--- config.mk ---
export PLATFORM = sky130hd
export DESIGN_NAME = cic_decim_ctrl
export DESIGN_NICKNAME = d
export VERILOG_FILES = /design/src/rtl/cic_decim_ctrl.sv
export SDC_FILE = /design/constraint.sdc
export NUM_CORES = 1
export LEC_CHECK = 0
export ABC_AREA = 1
export CORE_UTILIZATION = 25
export DETAILED_ROUTE_END_ITERATION = 12
export RECOVER_POWER = 100
export SETUP_SLACK_MARGIN = 0.05
export SYNTH_ARGS = -nofsm -noshare
export SYNTH_HDL_FRONTEND = slang
export SYNTH_SLANG_ARGS = --single-unit
--- constraint.sdc ---
create_clock -name clk -period 6.1 [get_ports clk]
set_clock_uncertainty 0.2 [all_clocks]
set_input_delay 0.915 -clock clk [delete_from_list [all_inputs] [get_ports clk]]
set_output_delay 0.915 -clock clk [all_outputs]
set_load 0.02 [all_outputs]
--- src/rtl/cic_decim_ctrl.sv ---
// CIC decimator control: warm-up flush, decimated-sample capture into a small FIFO, MSB-first byte serializer.
// Define CIC_CTRL_OVERFLOW_EN to enable the sticky overflow flag (otherwise overflow is tied low).
module cic_decim_ctrl #(
  parameter int DATA_W     = 16,
  parameter int FIFO_DEPTH = 4
) (
  input  logic              clk,
  input  logic              reset,
  input  logic              start,
  input  logic              stop,
  input  logic [7:0]        ratio,
  input  logic [7:0]        num_samples,
  input  logic [DATA_W-1:0] filt_z,
  output logic              filt_clr,
  output logic              dec_strobe,
  output logic [7:0]        byte_out,
  output logic              byte_valid,
  input  logic              byte_ready,
  output logic              busy,
  output logic              overflow
);
  localparam int AW = (FIFO_DEPTH > 1) ? $clog2(FIFO_DEPTH) : 1;
  localparam logic [AW:0]   FULL_CNT = FIFO_DEPTH[AW:0];
  localparam logic [AW:0]   CNT_ONE  = 1;
  localparam logic [AW-1:0] PTR_ONE  = 1;

  localparam logic [1:0] S_IDLE  = 2'd0;
  localparam logic [1:0] S_FLUSH = 2'd1;
  localparam logic [1:0] S_RUN   = 2'd2;
  localparam logic [1:0] S_DRAIN = 2'd3;

  logic [1:0]        state, state_nxt;
  logic [7:0]        m_r, nsamp_r, phase, phase_nxt, samp_cnt, samp_inc;
  logic              warm_seen, cap_en;
  logic [DATA_W-1:0] mem [FIFO_DEPTH];
  logic [AW-1:0]     wr_ptr, rd_ptr;
  logic [AW:0]       fifo_cnt;
  logic [15:0]       word16;
  logic [7:0]        lo_byte;
  logic              lo_pend;
  logic              capture, fifo_full, fifo_empty, push, pop, slot_free, ser_idle, count_done;

  assign capture    = cap_en && (state == S_RUN);
  assign fifo_full  = (fifo_cnt == FULL_CNT);
  assign fifo_empty = (fifo_cnt == '0);
  assign slot_free  = !byte_valid || byte_ready;
  assign pop        = (state != S_IDLE) && slot_free && !lo_pend && !fifo_empty;
  // a full FIFO still accepts a push when a word leaves in the same cycle
  assign push       = capture && (!fifo_full || pop);
  assign ser_idle   = !byte_valid && !lo_pend;
  assign samp_inc   = samp_cnt + 8'd1;
  assign count_done = capture && (nsamp_r != 8'd0) && (samp_inc == nsamp_r);
  assign phase_nxt  = (phase == m_r - 8'd1) ? 8'd0 : phase + 8'd1;
  assign word16     = 16'(mem[rd_ptr]);

  always_comb begin
    state_nxt = state;
    case (state)
      S_IDLE:  if (start) state_nxt = S_FLUSH;
      S_FLUSH: if (stop) state_nxt = S_DRAIN;
               else if (dec_strobe && warm_seen) state_nxt = S_RUN;
      S_RUN:   if (stop || count_done) state_nxt = S_DRAIN;
      S_DRAIN: if (fifo_empty && ser_idle) state_nxt = S_IDLE;
      default: state_nxt = S_IDLE;
    endcase
  end

  always_ff @(posedge clk or posedge reset) begin
    if (reset) begin
      state      <= S_IDLE;
      m_r        <= 8'd2;
      nsamp_r    <= '0;
      phase      <= '0;
      samp_cnt   <= '0;
      warm_seen  <= 1'b0;
      cap_en     <= 1'b0;
      filt_clr   <= 1'b0;
      dec_strobe <= 1'b0;
      busy       <= 1'b0;
    end else begin
      state    <= state_nxt;
      busy     <= (state_nxt != S_IDLE);
      filt_clr <= (state == S_IDLE) && start;
      // only strobes issued in RUN produce captures; warm-up strobes are discarded
      cap_en   <= dec_strobe && (state == S_RUN);
      if (state == S_IDLE) begin
        if (start) begin
          m_r       <= (ratio < 8'd2) ? 8'd2 : ratio;
          nsamp_r   <= num_samples;
          phase     <= '0;
          samp_cnt  <= '0;
          warm_seen <= 1'b0;
        end
        dec_strobe <= 1'b0;
      end else if (state_nxt == S_FLUSH || state_nxt == S_RUN) begin
        phase      <= phase_nxt;
        dec_strobe <= (phase_nxt == m_r - 8'd1);
      end else begin
        dec_strobe <= 1'b0;
      end
      if (state == S_FLUSH && dec_strobe) warm_seen <= 1'b1;
      if (capture) samp_cnt <= samp_inc;
    end
  end

  always_ff @(posedge clk) begin
    if (push) mem[wr_ptr] <= filt_z;
  end

  always_ff @(posedge clk or posedge reset) begin
    if (reset) begin
      wr_ptr   <= '0;
      rd_ptr   <= '0;
      fifo_cnt <= '0;
    end else begin
      if (push) wr_ptr <= wr_ptr + PTR_ONE;
      if (pop)  rd_ptr <= rd_ptr + PTR_ONE;
      if (push && !pop)      fifo_cnt <= fifo_cnt + CNT_ONE;
      else if (pop && !push) fifo_cnt <= fifo_cnt - CNT_ONE;
    end
  end

  // byte_out holds the current byte, lo_byte the second half of the word in flight
  always_ff @(posedge clk or posedge reset) begin
    if (reset) begin
      byte_out   <= '0;
      byte_valid <= 1'b0;
      lo_byte    <= '0;
      lo_pend    <= 1'b0;
    end else if (state != S_IDLE && slot_free) begin
      if (lo_pend) begin
        byte_out   <= lo_byte;
        byte_valid <= 1'b1;
        lo_pend    <= 1'b0;
      end else if (!fifo_empty) begin
        byte_out   <= word16[15:8];
        lo_byte    <= word16[7:0];
        lo_pend    <= 1'b1;
        byte_valid <= 1'b1;
      end else begin
        byte_valid <= 1'b0;
      end
    end
  end

`ifdef CIC_CTRL_OVERFLOW_EN
  logic drop;
  assign drop = capture && fifo_full && !pop;

  always_ff @(posedge clk or posedge reset) begin
    if (reset)                          overflow <= 1'b0;
    else if (state == S_IDLE && start)  overflow <= 1'b0;
    else if (drop)                      overflow <= 1'b1;
  end
`else
  assign overflow = 1'b0;
`endif

endmodule

==> results of run 1 <==
==> per-stage QoR <==
step	power, mW	hold WS [ns]	worst slack (ns)	std cells
floorplan	2.16	0.288	3.16	601
global placement	2.50	0.305	2.24	951
detailed placement	2.52	0.313	2.22	951
CTS	3.51	0.327	2.67	983
global route	3.71	0.360	1.29	983
finish	3.45	0.327	1.63	983
==> power by group through the flow <==
stage	sequential, mW	combinational, mW	clock, mW
final	1.29	1.19	0.977
after global routing	1.31	1.37	1.03
after CTS	1.29	1.23	0.992
after detailed placement	1.30	1.22	0
after global placement	1.30	1.20	0
after floorplan	1.27	0.888	0
==> kinds of logic after synthesis <==
group / synth area share [%]
AO/OA/AOI/OAI: 10.5
multiplexers: 0.191
other: 0.0636
adder cells (fa/ha/maj): 2.25
flip-flops: 59.8
XOR/XNOR: 3.40
buffers and inverters: 5.26
AND/OR/NAND/NOR: 18.6
==> worst max-delay path, delay by kind of cell <==
family | cells | cell delay (ns)
and+or+nand+nor | 1 | 1.51
adders and majority gates | 2 | 0.56
buffers and inverters | 3 | 0.76
xor gates and xnor gates | 1 | 0.15
AOI/OAI and AO/OA | 4 | 0.66
==> final cells by class <==
type	count	area [µm²]
multi-input cells	394	2050
fillers	2350	15600
well taps	313	392
inverters	62	233
clock inverters	15	138
clock buffers	17	425
flip-flops and latches	128	3520
repair buffers	54	526
==> worst paths after layout <==
| path | startpoint | endpoint | slack (ns) | depth (start not counted) |
|---|---|---|---|---|
| setup / recovery | byte_ready | fifo_cnt[2] | 1.63 | 11 |
| hold / removal | warm_seen | warm_seen | 0.33 | 1 |
| setup reg to reg | state[0] | fifo_cnt[2] | 1.97 | 12 |
| hold reg to reg | warm_seen | warm_seen | 0.33 | 1 |
| max in group asynchronous | reset | byte_out[1] | 4.15 | 3 |
| min in group asynchronous | reset | samp_cnt[3] | 1.00 | 3 |
==> placed cells by master, fill, tap and decap left out, types with 16 or more instances in the layout <==
cell / synthesis / layout
a21oi_1: 20 / 20
clkbuf_16: 0 / 17
clkdlybuf4s50_1: 0 / 17
dfrtp_1: 63 / 63
dlygate4sd3_1: 0 / 31
edfxtp_1: 64 / 64
inv_1: 53 / 53
nand2_1: 94 / 94
nand3_1: 32 / 32
nor2_1: 94 / 94
o21ai_0: 60 / 62
o22ai_1: 16 / 16
xor2_1: 18 / 18
==> routing by layer <==
layer  part of all wire (%)  track usage (%)
met1                     49             15.0
met2                     47             19.6
met3                    4.0             3.14
met4                   0.79             3.31
met5                      0                0
==> sequential cells by signal, summed over array words and instances (netlist names), 3 cells and up <==
register,cells
nsamp_r,8
mem,64
fifo_cnt,3
byte_out,8
m_r,8
lo_byte,8
phase,8
samp_cnt,8
==> results.md, run 1 <==
- Status: complete, but fails checks
- Failing checks: max-capacitance violations, max-slew violations
- RSZ-0062 raised after global routing: false
- Peak Freq: 224 MHz
- Antenna violations before repair: 0
- WL per Instance: ~14 µm
- H-tree lvl count: 4
- CTS tree: yes
- Post-layout util: between 30% and 40%
- Top cells by area, synth: edfxtp_1 33%, dfrtp_1 27%, nand2_1 6.0%, nor2_1 6.0%, o21ai_0 5.1%
- Initial Util: 25.8%
- Clk sinks: 128
- Grt ovf: 0
- Final GP Congestion: 0.821
- WL final: 13.3 mm
- Synth unique cells: 42
- Crit-path most repeated cell: o21ai_0
- Worst EP required: 6.19 ns
- Post-synthesis async set-or-reset flop share: 50.0%
- Synth Flop Type: edfxtp_1
- First drt pass iteration count: 4
- Post-route DRC: 0
- Die width: 156 µm
- Reg clk slew, reported paths: 0.06 ns
- Syn avg cell area: 9.81 µm²
- DR vias/cell: about 4.4
- Kind of end point of the critical path: flip-flop
- Post-CTS Setup Inserts: 0
- Site row count: 55
- Final net count: between 700 and 800
- Ant. Diodes: 0
- Max Buffers Root-to-Sink: 2
- HPWL after DPL: 8.68 mm
- Crit Path Category: input port to flip-flop
- Global-route wire length before repair: 22.0 mm
- Number of global-route vias before repair: between 4000 and 5000
- Power Dens Cells: roughly 470 nW/µm²
- Tmin final: roughly 4.5 ns
- Post-Syn Instances: 601
- Final Hold Viols: 0
- Total Die Area: 24200 µm²
- Actual slew at the worst max-slew pin: ~2.0 ns
- Post-synth top cells: 94 x nand2_1, 94 x nor2_1, 64 x edfxtp_1, 63 x dfrtp_1, 60 x o21ai_0
- Crit-path max cell delay: 1.51 ns
- Sequential power share: a little under two fifths
- Yosys top cell area share: 32.6%
- Clk pwr share: 28.3%
- Fin. max-slew vios: 20
- Syn nets: 648
- Worst VDD drop: 0.262 mV
- Critical-path cell list: dlygate4sd3_1, o21ai_0, nor3_1, inv_2, a31oi_4, ha_1, inv_1, fa_1, a21oi_1, o21ai_0, xor2_1
- Remaining antenna violation count: 0
- Max_cap viols: 1
- Hold buffers post-CTS: 0
- Setup total negative slack: 0 ns
- Part of the power in combinational logic: 34.5%
- CTS Buf Count: 17
- Fin crit share: 73.3%
- Hold crit path type: flip-flop to flip-flop
- EDFF count, synth: 64
- Pint: around 2.1 mW
- Post-CTS resize count: 0
- Yosys reg bits: roughly 130
- Share of cells above drive strength 1: 9.40%
- Worst skew pair latency: roughly 0.41 ns
- Syn Std Cell Area: 5890 µm²
- I/O Buffers: 48
- Post-route cell area: 7290 µm²
- Worst rel slew slack: -34.1%
- GRT Overall Usage: 11.8%
- Area grow syn2layout: 23.6%
- Net switching fraction of the power: 39.6%
- Ys Warns: 0
- Initial DRC count: 240
- CTS Root Cell: clkbuf_16
- Largest net degree at the start of global routing: 65
- Die height: 156 µm
- Synth area leader: edfxtp_1
- CP Max Fanout: 19
- IO Pins: 50
- Slowest-stage cell, CP: nor3_1
- CP Launch Type: input port
- Placed inst area: 6730 µm²
- Leak: 2.95 nW
- Crit path DAT: 4.55 ns
- Switch Pwr: 1.37 mW
- Floorplan Core Area: between 20000 and 25000 µm²
- Vias: 4299
- Final setup viols: 0
- Sequential share of the synthesized area: between 50% and 60%
Power figures use the tool's default switching activity.
==> inputs of run 2 (changes only) <==
- clock period: 6.1 -> 3.85 ns (I/O delays scaled with it)
==> run 2 against run 1 <==
  * Critical endpoint is now mem[1][7]
  * Clock power grew 57%
  * Non-clock buffer count grew 4
  * Combinational power grew 57%
  * The run now ends clean
==> results.md, run 2 (synthesized netlist as in run 1, its figures left out) <==
- Kind of end point of the critical path: flip-flop
- Hold Crit Start: fifo_cnt[0]
- Initial DRC count: 255
- H-tree lvl count: 4
- Share of cells above drive strength 1: slightly below 9%
- Status: complete, no violations
- Most frequent cells in the layout: 94 x nor2_1, 94 x nand2_1, 64 x edfxtp_1
- Worst EP required: 3.68 ns
- Path depth of the worst reg2reg path: 9
- I/O Buffers: 48
- Worst skew pair latency: approximately 0.42 ns
- Worst VDD drop: 0.333 mV
- Initial Util: 25.8%
- Actual slew at the worst max-slew pin: between 1 and 1.5 ns
- CP Launch Type: flip-flop
- Leak: 2.95 nW
- Fill cells: 2377
- Floorplan Core Area: 22800 µm²
- Crit path DAT: between 3 and 4 ns
- HPWL after DPL: 8.76 mm
- Fin crit share: 84.1%
- Final Hold Viols: 0
- RSZ-0062 raised after global routing: false
- R2r startpoint: state[0]
- Max_cap viols: 0
- Power Dens Cells: 748 nW/µm²
- Layout Cells excl Fill: between 900 and 1000
- Post-CTS resize count: 0
- Global-route wire length before repair: approximately 22 mm
- Largest net degree at the start of global routing: 36
- FF-to-FF End: mem[1][7]
- Grt ovf: 0
- Post-route cell area: 7290 µm²
- Setup total negative slack: 0 ns
- Tmin final: 3.24 ns
- First drt pass iteration count: 6
- Placed cell count: 955
- Number of global-route vias before repair: 4346
- IO Pins: 50
- Die width: 156 µm
- End point of the worst hold path: fifo_cnt[0]
- Max Buffers Root-to-Sink: 2
- Peak Freq: 309 MHz
- Site row count: 55
- Final GP Congestion: 0.824
- Clk sinks: 128
- Die height: 156 µm
- Internal reg-to-reg setup slack: 0.61 ns
- Hold depth: 1
- Reg clk slew, reported paths: 0.06 ns
- Vias: 4308
- Hold buffers post-CTS: 0
- Final net count: 708
- Final setup viols: 0
- Fin. max-slew vios: 0
- Total Die Area: 24200 µm²
- Placed inst area: about 6800 µm²
- GRT Overall Usage: 11.6%
- Max reg flops: 64
- Critical-path cell list: nor2_1, inv_1, o21ai_0, nor3_4, inv_1, a31oi_1, clkinv_1, nor2_1, clkbuf_1
- Crit Path Category: flip-flop to flip-flop
- CTS Buf Count: 17
- WL per Instance: around 13 µm
- Hold crit path type: flip-flop to flip-flop
- Post-CTS Setup Inserts: 0
- Biggest register: mem
- Crit-path max cell delay: ~0.82 ns
- Remaining antenna violation count: 0
- Slowest-stage cell, CP: clkbuf_1
- CTS Root Cell: clkbuf_16
- Worst rel slew slack: 15.3%
- Post-route DRC: 0
- Area grow syn2layout: 23.6%
- CTS tree: yes
- Antenna violations before repair: 1
- DR vias/cell: 4.36
- CP Max Fanout: 16
- WL final: 13.0 mm
- Total power: 5.45 mW
==> run 2: changes by cell type in the layout (fill, tap and decap cells not counted), sizes merged <==
| cell | change |
|---|---|
| clkdlybuf4s50 | +1 |
| clkbuf | +8 |
| clkinvlp | -1 |
| clkinv | +1 |
| diode | +1 |
| buf | -4 |
| dlygate4sd3 | -1 |
==> run 2: final cells by class <==
cell class	instances	area, µm²	share of cell area [%]
Sequential cell	128	3520	48.4
Multi-Input combinational cell	394	2040	28.1
Timing Repair Buffer	58	528	7.25
Clock buffer	17	425	5.84
Tap cell	313	392	5.37
Inverter	62	233	3.19
Clock inverter	15	138	1.89
Antenna cell	1	2.50	0.0343
==> run 2: through the flow <==
stage,util [%],worst slack [ns],hold slack (ns)
floorplan,-,1.19,0.288
CTS,32.1,0.822,0.336
global route,31.9,0.211,0.349
global placement,29.6,0.835,0.310
detailed placement,29.6,0.789,0.323
finish,31.9,0.612,0.339
==> run 2: where the power goes <==
group / internal, mW / switching, mW / leakage, nW
Combinational: 0.713 / 1.16 / 1.36
Sequential: 1.74 / 0.314 / 1.32
Clock: 0.857 / 0.672 / 0.276
Total: 3.31 / 2.14 / 2.95
==> run 2: critical path, delay by kind of cell, from the launching register on <==
kind            cells  cell delay [ns]
buf+inv             4             1.27
compound gates      2             0.57
flops               1             0.44
simple gates        3             0.37
==> run 2: worst max path at each step <==
stage,depth (start not counted),slack (ns),start,end
finish,9,0.61,state[0],mem[1][7]
floorplan,17,1.19,samp_cnt[0],phase[0]
detailed placement,11,0.79,byte_ready,fifo_cnt[2]
global route,9,0.21,state[0],mem[1][9]
global placement,11,0.84,byte_ready,fifo_cnt[2]
CTS,16,0.82,samp_cnt[0],phase[0]
==> run 2: routing by layer <==
layer  track usage [%]  part of all wire [%]
met4              3.50                  0.65
met1              15.2                    48
met3              3.08                   4.6
met5                 0                     0
met2              18.8                    46
